`config.mk`:
```
export PLATFORM = sky130hd
export DESIGN_NAME = apb_reg_slave_flat
export DESIGN_NICKNAME = d
export VERILOG_FILES = /design/src/rtl/apb_reg_slave_pkg.sv /design/src/rtl/apb_reg_slave_if.sv /design/src/rtl/apb_wait_counter.sv /design/src/rtl/apb_reg_slave.sv /design/src/flat_wrapper.sv
export SDC_FILE = /design/constraint.sdc
export NUM_CORES = 1
export LEC_CHECK = 0
export CELL_PAD_IN_SITES_DETAIL_PLACEMENT = 0
export CELL_PAD_IN_SITES_GLOBAL_PLACEMENT = 1
export CORE_ASPECT_RATIO = 0.75
export CORE_MARGIN = 2
export CORE_UTILIZATION = 53
export DETAILED_ROUTE_END_ITERATION = 16
export PLACE_DENSITY = 0.83
export SYNTH_ARGS = -nofsm -noshare
export SYNTH_HDL_FRONTEND = slang
export SYNTH_SLANG_ARGS = --single-unit
```
`constraint.sdc`:
```
create_clock -name HCLK -period 4.6 [get_ports HCLK]
set_input_delay 1.15 -clock HCLK [delete_from_list [all_inputs] [get_ports HCLK]]
set_output_delay 1.15 -clock HCLK [all_outputs]
set_load 0.1 [all_outputs]
```
`src/rtl/apb_reg_slave_pkg.sv`:
```
// rtl/apb_reg_slave_pkg.sv - shared types and constants for the APB register slave
//
// Package apb_slave_pkg
//   state_t          : transfer FSM states (IDLE, ACCESS)
//   APB_DATA_W       : APB data/address width
//   APB_STRB_W       : number of byte strobes
//   DEFAULT_ID_VALUE : default constant returned by register 0
// No ports.
package apb_slave_pkg;

   typedef enum logic {
      IDLE   = 1'b0,
      ACCESS = 1'b1
   } state_t;

   localparam int APB_DATA_W = 32;
   localparam int APB_STRB_W = APB_DATA_W / 8;

   localparam logic [APB_DATA_W-1:0] DEFAULT_ID_VALUE = 32'hA5B0_0001;

endpackage

```
`src/rtl/apb_reg_slave_if.sv`:
```
// rtl/apb_reg_slave_if.sv - APB bus bundle between the bridge and the register slave
//
// Interface apb_reg_slave_if
//   PSEL, PENABLE, PWRITE, PADDR, PWDATA, PSTRB : driven by the bridge (master)
//   PRDATA, PREADY, PSLVERR                     : driven by the slave
// Modports: master (bridge side), slave (register slave side).
interface apb_reg_slave_if;
   import apb_slave_pkg::*;

   logic                  PSEL;
   logic                  PENABLE;
   logic                  PWRITE;
   logic [APB_DATA_W-1:0] PADDR;
   logic [APB_DATA_W-1:0] PWDATA;
   logic [APB_STRB_W-1:0] PSTRB;
   logic [APB_DATA_W-1:0] PRDATA;
   logic                  PREADY;
   logic                  PSLVERR;

   modport master (
      output PSEL, PENABLE, PWRITE, PADDR, PWDATA, PSTRB,
      input  PRDATA, PREADY, PSLVERR
   );

   modport slave (
      input  PSEL, PENABLE, PWRITE, PADDR, PWDATA, PSTRB,
      output PRDATA, PREADY, PSLVERR
   );

endinterface

```
`src/rtl/apb_wait_counter.sv`:
```
// rtl/apb_wait_counter.sv - access-phase wait-state counter
//
// Ports
//   HCLK  in  clock, posedge
//   HRSTn in  synchronous active-low reset (count cleared)
//   load  in  reload the count with WAIT_CYCLES (setup phase)
//   dec   in  decrement request; ignored once the count is zero
//   zero  out count has reached zero
module apb_wait_counter #(
   parameter int WAIT_CYCLES = 2
) (
   input  logic HCLK,
   input  logic HRSTn,
   input  logic load,
   input  logic dec,
   output logic zero
);

   // At least one bit so WAIT_CYCLES=0 still yields a legal vector.
   localparam int CNT_W = (WAIT_CYCLES > 0) ? $clog2(WAIT_CYCLES + 1) : 1;

   logic [CNT_W-1:0] cnt_q;

   always_ff @(posedge HCLK) begin
      if (!HRSTn) begin
         cnt_q <= '0;
      end else if (load) begin
         cnt_q <= CNT_W'(WAIT_CYCLES);
      end else if (dec && (cnt_q != '0)) begin
         cnt_q <= cnt_q - CNT_W'(1);
      end
   end

   assign zero = (cnt_q == '0);

endmodule

```
`src/rtl/apb_reg_slave.sv`:
```
// rtl/apb_reg_slave.sv - APB completer with a NUM_REGS x 32-bit register bank
//
// Register 0 is a read-only ID; registers 1..NUM_REGS-1 are read/write with
// byte strobes. The access phase is stretched by WAIT_CYCLES wait states.
// Build option APB_SLVERR_EN: drive PSLVERR on out-of-range accesses and
// writes to the ID register; otherwise PSLVERR is tied low.
//
// Ports
//   HCLK  in  clock, posedge
//   HRSTn in  synchronous active-low reset
//   bus   apb_reg_slave_if.slave : PSEL/PENABLE/PWRITE/PADDR/PWDATA/PSTRB in,
//                                  PRDATA/PREADY/PSLVERR out
module apb_reg_slave
   import apb_slave_pkg::*;
#(
   parameter int                    NUM_REGS    = 8,
   parameter int                    OFFSET_W    = 12,
   parameter int                    WAIT_CYCLES = 2,
   parameter logic [APB_DATA_W-1:0] ID_VALUE    = DEFAULT_ID_VALUE
) (
   input  logic           HCLK,
   input  logic           HRSTn,
   apb_reg_slave_if.slave bus
);

   localparam int IDX_W  = OFFSET_W - 2;
   localparam int RIDX_W = (NUM_REGS > 1) ? $clog2(NUM_REGS) : 1;

   state_t                state_q;
   state_t                state_d;
   logic [IDX_W-1:0]      setup_idx;
   logic [RIDX_W-1:0]     setup_ridx;
   logic                  setup_err;
   logic                  setup;
   logic                  acc_go;
   logic                  done;
   logic                  cnt_zero;
   logic [RIDX_W-1:0]     ridx_q;
   logic                  wr_q;
   logic                  err_q;
   logic [APB_DATA_W-1:0] rdata_q;
   logic [APB_DATA_W-1:0] regs [NUM_REGS];

   // Upper address bits are decoded by the bridge, byte offset is irrelevant.
   logic unused_addr;
   assign unused_addr = ^{bus.PADDR[APB_DATA_W-1:OFFSET_W], bus.PADDR[1:0]};

   assign setup_idx  = bus.PADDR[OFFSET_W-1:2];
   assign setup_ridx = setup_idx[RIDX_W-1:0];
   // Range check uses the full offset so high offset bits cannot alias a valid register.
   assign setup_err  = ({{(32-IDX_W){1'b0}}, setup_idx} >= 32'(NUM_REGS))
                     | (bus.PWRITE & (setup_idx == '0));

   assign setup  = (state_q == IDLE)   & bus.PSEL & ~bus.PENABLE;
   assign acc_go = (state_q == ACCESS) & bus.PSEL &  bus.PENABLE;
   assign done   = acc_go & cnt_zero;

   apb_wait_counter #(
      .WAIT_CYCLES (WAIT_CYCLES)
   ) u_wait (
      .HCLK  (HCLK),
      .HRSTn (HRSTn),
      .load  (setup),
      .dec   (acc_go),
      .zero  (cnt_zero)
   );

   always_ff @(posedge HCLK) begin
      if (!HRSTn) begin
         state_q <= IDLE;
      end else begin
         state_q <= state_d;
      end
   end

   always_comb begin
      state_d = state_q;
      case (state_q)
         IDLE: begin
            if (setup) state_d = ACCESS;
         end
         ACCESS: begin
            // Dropping PSEL mid-access abandons the transfer without a response.
            if (!bus.PSEL || done) state_d = IDLE;
         end
         default: state_d = IDLE;
      endcase
   end

   always_comb begin
      bus.PREADY  = (state_q == ACCESS) & cnt_zero;
      bus.PRDATA  = (bus.PREADY & ~wr_q) ? rdata_q : '0;
`ifdef APB_SLVERR_EN
      bus.PSLVERR = bus.PREADY & err_q;
`else
      bus.PSLVERR = 1'b0;
`endif
   end

   // Read data is captured at setup so wait states never see a moving register.
   always_ff @(posedge HCLK) begin
      if (!HRSTn) begin
         ridx_q  <= '0;
         wr_q    <= 1'b0;
         err_q   <= 1'b0;
         rdata_q <= '0;
      end else if (setup) begin
         ridx_q  <= setup_ridx;
         wr_q    <= bus.PWRITE;
         err_q   <= setup_err;
         rdata_q <= setup_err ? '0 :
                    (setup_idx == '0) ? ID_VALUE : regs[setup_ridx];
      end
   end

   always_ff @(posedge HCLK) begin
      if (!HRSTn) begin
         for (int i = 0; i < NUM_REGS; i++) begin
            regs[i] <= '0;
         end
      end else if (done && wr_q && !err_q) begin
         for (int b = 0; b < APB_STRB_W; b++) begin
            if (bus.PSTRB[b]) regs[ridx_q][8*b +: 8] <= bus.PWDATA[8*b +: 8];
         end
      end
   end

endmodule

```
`src/flat_wrapper.sv`:
```
// flat-port wrapper written by rule: the top's interface ports become plain ports
module apb_reg_slave_flat import apb_slave_pkg::*;
#(
   parameter int                    NUM_REGS    = 8,
   parameter int                    OFFSET_W    = 12,
   parameter int                    WAIT_CYCLES = 2,
   parameter logic [APB_DATA_W-1:0] ID_VALUE    = DEFAULT_ID_VALUE
)
  (HCLK, HRSTn, bus_PSEL, bus_PENABLE, bus_PWRITE, bus_PADDR, bus_PWDATA, bus_PSTRB, bus_PRDATA, bus_PREADY, bus_PSLVERR);
  apb_reg_slave_if bus_i ();
  input  logic HCLK;
  input  logic HRSTn;
  input wire logic [$bits(bus_i.PSEL)-1:0] bus_PSEL;
  input wire logic [$bits(bus_i.PENABLE)-1:0] bus_PENABLE;
  input wire logic [$bits(bus_i.PWRITE)-1:0] bus_PWRITE;
  input wire logic [$bits(bus_i.PADDR)-1:0] bus_PADDR;
  input wire logic [$bits(bus_i.PWDATA)-1:0] bus_PWDATA;
  input wire logic [$bits(bus_i.PSTRB)-1:0] bus_PSTRB;
  output wire logic [$bits(bus_i.PRDATA)-1:0] bus_PRDATA;
  output wire logic [$bits(bus_i.PREADY)-1:0] bus_PREADY;
  output wire logic [$bits(bus_i.PSLVERR)-1:0] bus_PSLVERR;
  assign bus_i.PSEL = bus_PSEL;
  assign bus_i.PENABLE = bus_PENABLE;
  assign bus_i.PWRITE = bus_PWRITE;
  assign bus_i.PADDR = bus_PADDR;
  assign bus_i.PWDATA = bus_PWDATA;
  assign bus_i.PSTRB = bus_PSTRB;
  assign bus_PRDATA = bus_i.PRDATA;
  assign bus_PREADY = bus_i.PREADY;
  assign bus_PSLVERR = bus_i.PSLVERR;
  apb_reg_slave #(.NUM_REGS(NUM_REGS), .OFFSET_W(OFFSET_W), .WAIT_CYCLES(WAIT_CYCLES), .ID_VALUE(ID_VALUE)) u_core (.HCLK(HCLK), .HRSTn(HRSTn), .bus(bus_i));
endmodule
```
---- Word-level counts from Yosys, hierarchy flattened ----
Memories as Yosys holds them, arrays and structs flattened.
Cells that the tools add are included.
storage, ports and cells
  bits in registers ....................... 40
  bits in writable memories ............... 256
  input bits .............................. 73
  output and inout port bits .............. 34
  memories ................................ 1
memories
  name         depth  bits a word  read ports  clocked after Yosys merged registers in  write ports  line                 source
  u_core.regs  8      32           1           0                                        8            apb_reg_slave.sv:42  logic [APB_DATA_W-1:0] regs [NUM_REGS];
operators by class
  add/subtract/negate cells ............... 1
  magnitude comparators ................... 1
  mux-type cells .......................... 28
  bitwise logic cells ..................... 13
  reduce and logical (&&, ||, !) cells .... 12
operators by type and width
  operator               count
  $mux W32               4
  $reduce_or A32 Y1      1
  $mux W1                19
  $ge A10 B4 Y1 const B  1
  $logic_not A10 Y1      1
  $and A1 B1 Y1          8
  $mux W2                2
  $mux W4                1
  $not A1 Y1             4
  $reduce_bool A2 Y1     2
  $logic_and A1 B1 Y1    3
  $mux W3                1
  $logic_not A1 Y1       2
  $logic_not A2 Y1       1
  $pmux W1 S2            1
  $reduce_or A2 Y1       1
  $sub A2 B1 Y2 const B  1
  $logic_or A1 B1 Y1     1
  $or A1 B1 Y1           1

---- Longest topological paths before layout ----
Gate-level depths: netlist (run 1).
  word-level depth ........................ 10
  mapped depth ............................ 8
  mapped depth without buffers ............ 6

---- Hierarchy ----
From an unflattened synthesis (run 1), not the netlist that was laid out.
second synthesis, totals
  cell total of the unflattened synthesis .. 884
  area, all modules ....................... 13,397.8 um2
by module, submodules not included
  module            instances  cells an instance  area an instance (um2)  seq. area each (um2)
  apb_reg_slave     1          874                13,285.2                8,448.1
  apb_wait_counter  1          10                 112.6                   40.0

---- Worst setup path before layout (run 1) ----
OpenSTA, ideal clock, no wires.
  path type ............................... reg-to-output
  start ................................... register u_core.u_wait.cnt_q[0]
  end ..................................... output port bus_PRDATA[0]
  arrival time ............................ 2.646 ns
  setup slack ............................. 0.804 ns
  stages on the path, launching flop included .. 7
  buffers on the path ..................... 1
  cell sequence ........................... dfxtp_1 > inv_1 > ha_1 > and2_1 > nor2b_1 > clkbuf_1 > and2_1
between the ends
  word-level cells in the longest chain between the ends .. 4
RTL lines
  what                    line                    source
  from (decl)             apb_wait_counter.sv:22  logic [CNT_W-1:0] cnt_q;
  from (signal assigned)  apb_wait_counter.sv:28  cnt_q <= CNT_W'(WAIT_CYCLES);
  from (signal assigned)  apb_wait_counter.sv:30  cnt_q <= cnt_q - CNT_W'(1);
  $logic_not A2 Y1        apb_wait_counter.sv:34  assign zero = (cnt_q == '0);
  $and A1 B1 Y1           apb_reg_slave.sv:91     bus.PREADY = (state_q == ACCESS) & cnt_zero;
  net bus_PREADY          flat_wrapper.sv:20      output wire logic [$bits(bus_i.PREADY)-1:0] bus_PREADY;
  $and A1 B1 Y1           apb_reg_slave.sv:92     bus.PRDATA = (bus.PREADY & ~wr_q) ? rdata_q : '0;
  $mux W32                apb_reg_slave.sv:92
  to (decl)               flat_wrapper.sv:19      output wire logic [$bits(bus_i.PRDATA)-1:0] bus_PRDATA;
The timed path passes the listed nets, and every way through them passes these cells.

---- Final worst setup path (run 1) ----
  start ................................... register u_core.u_wait.cnt_q[0]
  end ..................................... output port bus_PRDATA[0]
between the ends
  word-level cells in the longest chain between the ends .. 4
RTL lines
  what              line
  $logic_not A2 Y1  apb_wait_counter.sv:34
  $and A1 B1 Y1     apb_reg_slave.sv:91
  $and A1 B1 Y1     apb_reg_slave.sv:92
  $mux W32          apb_reg_slave.sv:92
No other way between the ends.

==> summary.txt, run 1 <==
Outcome
  – Outcome: finished clean

Power
  – Clk pwr share: 39.2%
  – Logic pwr share: 6.6%
  – Sequential power share: 54.2%
  – Psw: 0.00121 W
  – Switching fraction of total power: 21.9%
  – Pleak: 5.85 nW
  – Internal Power: 0.00434 W
  – VDD IR max: 0.232 mV
  – Power per cell area: 357 nW/um^2
  – PnR Total Power: 0.00556 W

Floorplanning
  – IO Count: 107
  – Die Ht: 142 um
  – Chip width: 188 um
  – DIE AREA: 26700 sq um
  – # rows: 50
  – Core ar.: 25000 sq um
  – Starting Density: 53.9%

Detailed routing
  – Detail Route Antenna Nets: 0
  – Drt pass-1 iters: 5
  – Via count: 7672
  – DRC Markers: 0
  – WL final: 29.3 mm
  – Drt first-iter violations: 482
  – WL/cell: 21.1 um
  – Via-to-Cell Ratio: 5.52

Layout
  – Register area: 8490 sq um
  – ANT cells: 0
  – P&R area growth vs syn: 15.7%
  – Multi-input logic area: 4750 sq um
  – Filler Cells Inserted: 1939
  – Share of layout cells above drive strength 1: 21.4%
  – Final core utilization: 62.4%
  – Nets: 1105

Synth
  – Mapped cell area: 13500 sq um
  – Mapped Avg Cell Area: 14.5 sq um
  – #FFs+latches synth: 296
  – Syn_nets: 1000
  – Cells after synthesis: 926
  – Library cells used by synthesis: 39
  – Seq/Total Area, Yosys: 63.1%
  – Ys Warns: 0

Worst setup path
  – CP startpoint kind: flop
  – Worst-path maximum fanout: 24
  – Crit path DAT: 2.67 ns
  – WP data required: 3.45 ns
  – Worst setup EP type: output pin
  – Setup CP Type: reg -> out

Timing
  – Tmin final: 3.82 ns
  – Final Hold Vio Count: 0
  – Skew final: 0.0171 ns
  – Worst setup margin: 0.781 ns
  – TNS Setup: 0 ns
  – Final setup vio count: 0
  – RSZ-0062 raised after global routing: no
  – Fmax: 262 MHz
  – Slew headroom: 35.1%
  – Slew @ Worst Pin: 0.974 ns
  – Period utilization: 83.0%
  – Slew Limit Fails: 0
  – Worst hold slack: 0.444 ns

Clock tree
  – CTS root buffer: clkbuf_16
  – Clk Latency, worst-skew pair: 0.55 ns
  – Clock sink total: 296
  – Setup Fix Bufs, Post-CTS: 0
  – CTS tree: built
  – Hold_buf cts: 0
  – H-tree depth: 1
  – Clock slew at reported path FFs: 0.06 ns
  – Number of CTS-inserted buffers: 28
  – Max clock buf depth: 3
  – Post-CTS resize count: 0

Global routing
  – Largest net degree at the start of global routing: 67
  – GRT overflow: 0
  – Total global-route track usage: 22.4%
  – Initial antenna violation count: 0
  – First-pass GRT wire length: 45.1 mm
  – Number of global-route vias before repair: 7737

Min path
  – Hold Path Class: reg -> reg

Job
  – Max-Cap Viols: 0

Place
  – Port-buffer cells: 83
  – GP Congestion: 0.777
  – DP Worst Slack: 0.761 ns
  – DP Wirelength: 19.5 mm
[final cells by class]
| class | instances | share of cell area (%) |
|---|---|---|
| Tap cell | 338 | 2.72 |
| Clock buffer | 41 | 5.08 |
| Multi-Input combinational cell | 577 | 30.5 |
| Sequential cell | 296 | 54.5 |
| Clock inverter | 11 | 0.434 |
| Timing Repair Buffer | 124 | 6.68 |
| Inverter | 4 | 0.0964 |
[Yosys cell counts]
library cell / n / share of area, %
buf_2: 18 / 0.67
nand3b_1: 1 / 0.056
a21oi_1: 2 / 0.074
clkbuf_1: 25 / 0.70
nor2_1: 14 / 0.39
nor2b_1: 7 / 0.33
nand4_1: 2 / 0.093
nand2_1: 42 / 1.2
nor3_4: 4 / 0.48
o21ai_1: 1 / 0.037
or3_1: 6 / 0.28
conb_1: 1 / 0.028
nor3b_1: 2 / 0.11
buf_1: 3 / 0.084
mux4_2: 64 / 11
nand3_1: 2 / 0.074
nand2b_1: 7 / 0.33
mux2_2: 8 / 0.67
and3_1: 32 / 1.5
o21ai_0: 58 / 2.2
nor4_4: 2 / 0.32
edfxtp_1: 256 / 57
dfxtp_1: 40 / 5.9
nor3_1: 1 / 0.037
nand4_2: 1 / 0.093
ha_1: 1 / 0.093
o211a_1: 1 / 0.074
mux2i_1: 29 / 2.2
or4_1: 3 / 0.17
a21o_1: 1 / 0.056
buf_4: 2 / 0.11
nand2_2: 1 / 0.047
inv_1: 4 / 0.11
a21boi_0: 1 / 0.056
nor2_2: 20 / 0.93
nor4_1: 2 / 0.093
clkbuf_2: 1 / 0.037
and2_1: 257 / 12
nand4b_4: 4 / 0.71
[power by group through the flow]
stage | Sequential [W] | Clock (W) | Combinational [W]
final | 0.00301 | 0.00218 | 0.000368
after CTS | 0.00301 | 0.00220 | 0.000374
after detailed placement | 0.00307 | 0 | 0.000374
after global placement | 0.00307 | 0 | 0.000368
after global routing | 0.00302 | 0.00231 | 0.000397
after floorplan | 0.00306 | 0 | 0.000214
[worst paths after layout]
kind / cells past startpoint / slack (ns) / end / startpoint
max reg2reg: 6 / 1.94 / u_core.regs[1][19] / u_core.u_wait.cnt_q[0]
min reg2reg: 2 / 0.44 / u_core.rdata_q[25] / u_core.rdata_q[25]
max: 7 / 0.78 / bus_PRDATA[0] / u_core.u_wait.cnt_q[0]
min: 2 / 0.44 / u_core.rdata_q[25] / u_core.rdata_q[25]
[sequential cells by signal, summed over array words and instances (netlist names)]
| register | flops |
|---|---|
| u_core.rdata_q | 32 |
| u_core.u_wait.cnt_q | 2 |
| u_core.ridx_q | 3 |
| u_core.wr_q | 1 |
| u_core.state_q | 1 |
| u_core.err_q | 1 |
| u_core.regs | 256 |
[cell families (layout without fill, tap and decap cells)]
group / after synthesis / count (layout) / share of synthesized area, %
DFF: 296 / 296 / 63.1
adders and majority gates: 1 / 1 / 0.0929
other: 1 / 1 / 0.0279
buffers and inverters: 53 / 180 / 1.71
and+or+nand+nor: 410 / 410 / 19.1
AOI/OAI and AO/OA: 64 / 64 / 2.45
muxes: 101 / 101 / 13.5
[worst max-delay path, stage by stage (launching register included)]
cell     delay [ns]
dfxtp_1        0.32
inv_1          0.09
ha_1           0.23
and2_1         0.21
nor2b_2        0.44
buf_4          0.37
and2_1         0.18
buf_4          0.29
[per-layer routing]
metal,vias up,routed length [um],global-route usage (%)
li1,3627,-,-
met1,3805,13500,32.6
met2,193,13900,36.2
met3,47,1330,2.88
met4,0,696,5.80
met5,-,0,0
[through the flow]
step           area (sq um)  instances
2_1_floorplan         13500        926
3_3_place_gp          14700       1339
3_5_place_dp          14700       1339
4_1_cts               15600       1391
5_1_grt               15600       1391
6_report              15600       1391
[layout by cell type (no fill, tap or decap), types with 29 or more instances in the layout]
master             n
mux2i_1           29
and2_1           257
mux4_2            64
clkbuf_16         29
and3_1            32
o21ai_0           58
clkdlybuf4s50_1   47
buf_4             74
dfxtp_1           40
nand2_1           42
edfxtp_1         256
No activity file was read; power rests on OpenSTA's default activity.
==> inputs of run 2 (changes only) <==
- CORE_UTILIZATION: 53 -> 49
- PLACE_DENSITY: 0.83 -> 0.77
- clock period: 4.6 -> 3.74 ns (I/O delays scaled with it)
==> run 2 against run 1 <==
Compared with the run above:
- cell count grew 1.9%
- combinational power rose by 27%
- critical path type unchanged
- die area rose by 8.0%
- clock power grew 32%
- count of clock-buffer cells in the layout decreased by 5
- worst hold slack improved by 0.0026 ns
- routed wire length up 5.1%
- global-route usage down 0.56 points
- non-clock buffer count up 13
==> summary.txt, run 2 (same netlist as run 1, synthesis figures left out) <==
Timing
  – Slew @ Worst Pin: 0.678 ns (was 0.974 ns)
  – Final Hold Vio Count: 0 (unchanged)
  – Fmax: 284 MHz
  – TNS Setup: 0 ns (unchanged)
  – Tmin final: 3.52 ns
  – Slew Limit Fails: 0 (unchanged)
  – Final setup vio count: 0 (unchanged)
  – Period utilization: 94.2%
  – Slew headroom: 54.7% (was 35.1%)
  – RSZ-0062 raised after global routing: no (unchanged)
  – Skew final: 0.00847 ns (was 0.0171 ns)

Clock tree
  – Hold_buf cts: 0 (unchanged)
  – Clock slew at reported path FFs: 0.07 ns (was 0.06 ns)
  – Post-CTS resize count: 0 (unchanged)
  – CTS root buffer: clkbuf_16 (unchanged)
  – Setup Fix Bufs, Post-CTS: 0 (unchanged)
  – CTS tree: built (unchanged)
  – Clock sink total: 296 (unchanged)
  – H-tree depth: 1 (unchanged)
  – Number of CTS-inserted buffers: 28 (unchanged)
  – Clk Latency, worst-skew pair: 0.54 ns (was 0.55 ns)
  – Max clock buf depth: 3 (unchanged)

Layout
  – ANT cells: 0 (unchanged)
  – Final core utilization: 59.2% (was 62.4%)
  – Most common cell after layout, fill and taps aside: and2_1 (unchanged)
  – Reg with most FFs: u_core.regs (unchanged)
  – Share of layout cells above drive strength 1: 22.8% (was 21.4%)
  – Top flop regs: u_core.regs (256), u_core.rdata_q (32), u_core.ridx_q (3) (unchanged)
  – Most frequent cells in the layout: and2_1 (257), edfxtp_1 (256), buf_4 (70) (was and2_1 (257), edfxtp_1 (256), buf_4 (74))
  – Cell area after layout: 16000 sq um (was 15600 sq um)
  – P&R area growth vs syn: 18.7% (was 15.7%)
  – Max reg flops: 256 (unchanged)
  – Nets: 1118 (was 1105)

Worst setup path
  – R2R Path Start: u_core.ridx_q[2] (was u_core.u_wait.cnt_q[0])
  – Worst-path maximum fanout: 23 (was 24)
  – Worst R2R End: u_core.regs[4][18] (was u_core.regs[1][19])
  – Crit path DAT: 2.59 ns (was 2.67 ns)
  – WP data required: 2.80 ns (was 3.45 ns)
  – Worst Setup SP: u_core.u_wait.cnt_q[0] (unchanged)
  – Worst setup path end: bus_PRDATA[15] (was bus_PRDATA[0])
  – Worst setup EP type: output pin (unchanged)
  – CP startpoint kind: flop (unchanged)
  – Setup CP Type: reg -> out (unchanged)
  – Reg2Reg Depth: 4 (was 6)
  – Register-to-register setup slack: 1.20 ns (was 1.94 ns)

Global routing
  – Total global-route track usage: 21.8% (was 22.4%)
  – GRT overflow: 0 (unchanged)
  – Number of global-route vias before repair: 7861 (was 7737)
  – Initial antenna violation count: 0 (unchanged)
  – First-pass GRT wire length: 47.4 mm (was 45.1 mm)
  – Largest net degree at the start of global routing: 39 (was 67)

Detailed routing
  – DRC Markers: 0 (unchanged)
  – WL final: 30.8 mm (was 29.3 mm)
  – Via count: 7792 (was 7672)
  – Drt pass-1 iters: 5 (unchanged)
  – Via-to-Cell Ratio: 5.50 (was 5.52)
  – WL/cell: 21.8 um (was 21.1 um)
  – Detail Route Antenna Nets: 0 (unchanged)
  – Drt first-iter violations: 448 (was 482)

Power
  – Clk pwr share: 40.8% (was 39.2%)
  – Psw: 0.00152 W (was 0.00121 W)
  – Power per cell area: 441 nW/um^2 (was 357 nW/um^2)
  – Pleak: 6.01 nW (was 5.85 nW)
  – VDD IR max: 0.361 mV (was 0.232 mV)
  – Logic pwr share: 6.6% (about the same)
  – PnR Total Power: 0.00705 W (was 0.00556 W)
  – Internal Power: 0.00553 W (was 0.00434 W)
  – Sequential power share: 52.6% (was 54.2%)
  – Switching fraction of total power: 21.5% (was 21.9%)

Outcome
  – Outcome: finished clean (unchanged)

Place
  – GP Congestion: 0.749 (was 0.777)
  – Port-buffer cells: 83 (unchanged)
  – DP Wirelength: 20.5 mm (was 19.5 mm)
  – Area post-placement: 15100 sq um (was 14700 sq um)

Floorplanning
  – IO Count: 107 (unchanged)
  – DIE AREA: 28800 sq um (was 26700 sq um)
  – Starting Density: 49.9% (was 53.9%)
  – Die Ht: 148 um (was 142 um)
  – # rows: 52 (was 50)
  – Chip width: 195 um (was 188 um)
  – Core ar.: 27000 sq um (was 25000 sq um)

Job
  – Max-Cap Viols: 0 (unchanged)

Min path
  – Hold Path Class: reg -> reg (unchanged)
[run 2: worst min-delay path by stage]
stage	start	to	slack (ns)	cells past startpoint
floorplan	u_core.rdata_q[0]	u_core.rdata_q[0]	0.42	2
global placement	u_core.rdata_q[1]	u_core.rdata_q[1]	0.43	2
detailed placement	u_core.rdata_q[4]	u_core.rdata_q[4]	0.44	2
CTS	u_core.rdata_q[4]	u_core.rdata_q[4]	0.45	2
global route	u_core.rdata_q[4]	u_core.rdata_q[4]	0.47	2
finish	u_core.rdata_q[30]	u_core.rdata_q[30]	0.45	2
[run 2: power by group through the flow]
stage / clock network [W] / logic (W) / registers, W
finish: 0.00287 / 0.000467 / 0.00371
global route: 0.00306 / 0.000502 / 0.00371
CTS: 0.00292 / 0.000474 / 0.00371
detailed placement: 0 / 0.000472 / 0.00378
global placement: 0 / 0.000466 / 0.00377
floorplan: 0 / 0.000263 / 0.00376
[run 2: cell type report]
type | instances | area, sq um
clock buffers | 36 | 762
multi-input cells | 577 | 4750
repair buffers | 137 | 1360
flip-flops and latches | 296 | 8490
fillers | 2133 | 11000
inverters | 4 | 15.0
clock inverters | 16 | 168
well taps | 351 | 439
[run 2: stage by stage]
step	setup WS [ns]	hold WS, ns	cells
6_report	0.218	0.446	1417
5_1_grt	0.0755	0.466	1417
4_1_cts	0.198	0.450	1417
3_5_place_dp	0.303	0.436	1365
3_3_place_gp	0.313	0.426	1365
2_1_floorplan	0.159	0.417	926
[run 2: worst max-delay path, cell delays in order (launching register included)]
cell and delay, ns:
dfxtp_1 0.32, inv_1 0.09, ha_1 0.22, and2_1 0.20
nor2b_2 0.53, buf_12 0.24, and2_1 0.15, buf_4 0.29
[run 2: per-layer routing]
metal / vias up / share of wire [%] / track usage (%)
li1: 3634 / - / -
met1: 3889 / 46 / 32.3
met2: 228 / 47 / 35.7
met3: 41 / 5.1 / 2.26
met4: 0 / 1.7 / 4.39
met5: - / 0 / 0
